--- config.mk ---
export PLATFORM = sky130hd
export DESIGN_NAME = serial_add_ctrl
export DESIGN_NICKNAME = d
export VERILOG_FILES = /design/src/rtl/serial_add_ctrl.sv
export SDC_FILE = /design/constraint.sdc
export NUM_CORES = 1
export LEC_CHECK = 0
export CAP_MARGIN = 0
export CORE_UTILIZATION = 49
export DETAILED_ROUTE_END_ITERATION = 8
export PLACE_DENSITY_LB_ADDON = 0.08
export SETUP_SLACK_MARGIN = 0.2
export SLEW_MARGIN = 20
export SYNTH_ARGS = -nofsm -noshare
export SYNTH_HDL_FRONTEND = slang
export SYNTH_SLANG_ARGS = --single-unit
export TNS_END_PERCENT = 50
--- constraint.sdc ---
create_clock -name clk -period 1.8 [get_ports clk]
set_input_delay 0.27 -clock clk [delete_from_list [all_inputs] [get_ports clk]]
set_output_delay 0.27 -clock clk [all_outputs]
set_load 0.1 [all_outputs]
--- src/rtl/serial_add_ctrl.sv ---
// rtl/serial_add_ctrl.sv - bit-serial add/subtract controller driving an external 1-bit full adder
module serial_add_ctrl #(
    parameter int WIDTH = 8
) (
    input  logic             clk,
    input  logic             rst,
    input  logic             start,
    input  logic             sub,
    input  logic             cin,
    input  logic [WIDTH-1:0] op_a,
    input  logic [WIDTH-1:0] op_b,
    input  logic             abort,
    output logic             fa_a,
    output logic             fa_b,
    output logic             fa_cin,
    input  logic             fa_sum,
    input  logic             fa_cout,
    output logic             ready,
    output logic             busy,
    output logic             done,
    output logic [WIDTH-1:0] result,
    output logic             cout,
    output logic             overflow
);

    localparam int CNT_W = (WIDTH > 1) ? $clog2(WIDTH) : 1;
    localparam logic [CNT_W-1:0] CNT_LAST = CNT_W'(WIDTH - 1);

    localparam logic [1:0] S_IDLE = 2'd0;
    localparam logic [1:0] S_RUN  = 2'd1;
    localparam logic [1:0] S_DONE = 2'd2;

    logic [1:0]       state_q, state_d;
    logic [WIDTH-1:0] a_q, a_d;
    logic [WIDTH-1:0] b_q, b_d;
    logic             sub_q, sub_d;
    logic             carry_q, carry_d;
    logic [CNT_W-1:0] cnt_q, cnt_d;
    logic [WIDTH-1:0] result_q, result_d;
    logic             cout_q, cout_d;
    logic             ovf_q, ovf_d;

    // Operands shift right each RUN cycle so bit 0 is always the current bit;
    // the result shifts in from the MSB so bit i lands in place after WIDTH cycles.
    always_comb begin
        state_d  = state_q;
        a_d      = a_q;
        b_d      = b_q;
        sub_d    = sub_q;
        carry_d  = carry_q;
        cnt_d    = cnt_q;
        result_d = result_q;
        cout_d   = cout_q;
        ovf_d    = ovf_q;
        case (state_q)
            S_IDLE: begin
                if (start) begin
                    a_d     = op_a;
                    b_d     = op_b;
                    sub_d   = sub;
                    carry_d = sub ? 1'b1 : cin;
                    cnt_d   = '0;
                    state_d = S_RUN;
                end
            end
            S_RUN: begin
                if (abort) begin
                    state_d = S_IDLE;
                end else begin
                    a_d      = {1'b0, a_q[WIDTH-1:1]};
                    b_d      = {1'b0, b_q[WIDTH-1:1]};
                    result_d = {fa_sum, result_q[WIDTH-1:1]};
                    carry_d  = fa_cout;
                    if (cnt_q == CNT_LAST) begin
                        cout_d  = fa_cout;
                        ovf_d   = carry_q ^ fa_cout;
                        state_d = S_DONE;
                    end else begin
                        cnt_d = cnt_q + CNT_W'(1);
                    end
                end
            end
            S_DONE: begin
                state_d = S_IDLE;
            end
            default: begin
                state_d = S_IDLE;
            end
        endcase
    end

    always_ff @(posedge clk or posedge rst) begin
        if (rst) begin
            state_q  <= S_IDLE;
            a_q      <= '0;
            b_q      <= '0;
            sub_q    <= 1'b0;
            carry_q  <= 1'b0;
            cnt_q    <= '0;
            result_q <= '0;
            cout_q   <= 1'b0;
            ovf_q    <= 1'b0;
        end else begin
            state_q  <= state_d;
            a_q      <= a_d;
            b_q      <= b_d;
            sub_q    <= sub_d;
            carry_q  <= carry_d;
            cnt_q    <= cnt_d;
            result_q <= result_d;
            cout_q   <= cout_d;
            ovf_q    <= ovf_d;
        end
    end

    assign ready    = (state_q == S_IDLE);
    assign busy     = (state_q == S_RUN);
    assign done     = (state_q == S_DONE);
    assign result   = result_q;
    assign cout     = cout_q;
    assign overflow = ovf_q;

    assign fa_a   = busy & a_q[0];
    assign fa_b   = busy & (b_q[0] ^ sub_q);
    assign fa_cin = busy & carry_q;

endmodule
==> impl_metrics.csv <==
group,metric,value,unit
clock_network,cts_tree,"done",
synth,syn_avg_cell_area,12.96,sq um
die,die_x,60.19,um
run,drv_cap,0,
die,dieArea,3623,sq um
synth,yosysTopAreaCell,"dfrtp_1",
detailed_routing,routed_wl,3.100,mm
timing,slew_viol_final,0,
die,io_pins,40,
setup_path,crit_fanout,6,
global_routing,track_usage,19.56,%
clock_network,worstSkewPairLatency,0.33,ns
placement,place.gp.congestion,0.7707,
placement,hpwl,2.251,mm
detailed_routing,vias,1134,
setup_path,critical_path_arrival,1.37,ns
global_routing,antenna_found_initial,0,
run_status,status,"complete, no violations",
clock_network,clock-sinks,33,
synth,syn_nets,154,
layout,syn2layout_area_growth,40.87,%
global_routing,grt_pass1_wl,5.064,mm
min_path,hp-class,"in -> async",
die,start_util,53.04,%
layout,final_common_cell,"dfrtp_1",
clock_network,clock_path_buffers,2,
placement,dp_cells,213,
timing,final-setup-viol-count,0,
synth,ys_seq_area_share,49.77,%
timing,final.setup.tns,0,ns
synth,synth.area.top_cells,"dfrtp_1 50%, mux2_1 14%, mux2_4 9.0%",
global_routing,grt_pass1_vias,1160,
clock_network,cts.reportedPaths.clkPinSlew,0.10,ns
setup_path,critPathKind,"reg -> out",
detailed_routing,antenna_left,0,
die,die-height,60.19,um
detailed_routing,vias_per_cell,5.040,
power,total_power,3702,uW
synth,netlist_instances,128,
die,rows,20,
timing,hold_viol,0,
timing,relSlewSlack,72.67,%
power,p_per_area,1584,nW/um^2
setup_path,start_kind,"flop",
power,peakVddDrop,1740,uV
synth,synth_seq_cells,33,
setup_path,end_kind,"primary output",
synth,synth_area,1659,sq um
synth,ys_types,28,
detailed_routing,remaining_drc_errors,0,
clock_network,ctsHoldBuffers,0,
global_routing,overflow,0,
timing,fin_worst_skew,0.003752,ns
global_routing,grt_max_degree,34,
power,leakage,0.001060,uW
layout,final_cells,225,
synth,synth_warnings,0,
detailed_routing,wire_per_inst,13.78,um
synth,synth_top_area_share,49.77,%
layout,final_net_count,206,
placement,io_buffers,39,
timing,fin_ws,0.1639,ns
clock_network,root_buffer,"clkbuf_4",
layout,utilization,74.72,%
die,core,3128,sq um
clock_network,cts_buffers,5,
detailed_routing,firstDrtPassIters,4,
setup_path,required,1.53,ns
layout,diodes,0,
timing,worstMarginPinSlew,0.4099,ns
layout,layout_common_cells,"33 x dfrtp_1, 23 x clkdlybuf4s50_1, 20 x mux2_1, 20 x buf_4, 10 x mux2_4",
timing,fmax,0.6112,GHz
timing,fin_crit,1.636,ns
layout,drive_above_1_share,36.46,%
clock_network,htree_num_levels,2,
timing,rsz0062_at_grt,"true",
placement,dpl_worst_slack,0.04694,ns
detailed_routing,detail_route.iter0.violations,17,
timing,final.period_utilization,90.89,%
cell families after synthesis:
family	share of synthesized area, %
AOI/OAI and AO/OA	6.561
buffers and inverters	3.770
muxes	29.34
adders and majority gates	1.508
and+or+nand+nor	7.994
DFF	49.77
xor gates and xnor gates	1.056
Yosys cell counts:
| library cell | count |
|---|---|
| ha_1 | 2 |
| o21ai_1 | 4 |
| nand3b_1 | 1 |
| nor3_1 | 1 |
| buf_6 | 3 |
| mux2_1 | 20 |
| inv_1 | 4 |
| nand2b_1 | 2 |
| buf_2 | 2 |
| nor2_1 | 5 |
| xor2_1 | 1 |
| and2_1 | 4 |
| a21oi_2 | 1 |
| a22o_1 | 2 |
| mux2_4 | 10 |
| nor3b_1 | 2 |
| mux2_2 | 9 |
| xnor2_1 | 1 |
| o21bai_1 | 1 |
| clkbuf_1 | 1 |
| a21oi_1 | 5 |
| mux2i_1 | 1 |
| o2bb2ai_1 | 2 |
| a21o_1 | 1 |
| dfrtp_1 | 33 |
| nand2_1 | 3 |
| nor2b_1 | 6 |
| o21ai_0 | 1 |
layout make-up:
type | count | area [sq um]
Sequential cell | 33 | 825.8
Clock buffer | 7 | 55.05
Clock inverter | 1 | 30.03
Fill cell | 219 | 790.8
Multi-Input combinational cell | 85 | 815.8
Tap cell | 44 | 55.05
Timing Repair Buffer | 51 | 540.5
Inverter | 4 | 15.01
metal layers:
layer	GRT usage (%)	vias up	share of wire [%]
met3	5.844	2	3.5
met2	35.32	21	52
met5	0	-	0
met4	5.980	0	0.77
met1	21.82	558	44
li1	-	553	-
worst max-delay path, stage by stage (launching register included):
cell     delay, ns
dfrtp_1       0.40
nor2b_4       0.21
buf_12        0.12
and2_4        0.14
buf_12        0.16
sequential cells by signal, summed over array words and instances (netlist names):
signal    flops
carry_q       1
state_q       2
cnt_q         3
a_q           8
sub_q         1
b_q           8
result        8
cout          1
overflow      1
worst paths after layout:
path / start / endpoint / slack [ns] / cells past startpoint
max in group asynchronous: rst / a_q[7] / 1.17 / 3
hold / removal: rst / b_q[2] / 0.33 / 3
min in group clk: a_q[5] / a_q[5] / 0.49 / 1
setup / recovery: state_q[0] / fa_a / 0.16 / 4
hold reg to reg: a_q[5] / a_q[5] / 0.49 / 1
setup reg to reg: state_q[0] / a_q[4] / 0.18 / 5
per-stage QoR:
stage / hold slack [ns] / area, sq um
2_1_floorplan: 0.3989 / 1675
3_3_place_gp: 0.4626 / 2192
3_5_place_dp: 0.4771 / 2192
4_1_cts: 0.3382 / 2312
5_1_grt: 0.3884 / 2337
6_report: 0.3320 / 2337
where the power goes:
part,total [uW],internal [uW],switching [uW]
registers,1190,1020,169
clock network,575,332,243
logic,1940,729,1210
repair_timing:
item / in CTS / in global routing
pin swaps: 0 / 0
cloned: 0 / 0
setup buffers: 4 / 0
endpoints found under the setup margin: 5 / 27
gates resized for setup: 1 / 6
Note: power is estimated with default switching activity, not from simulation.
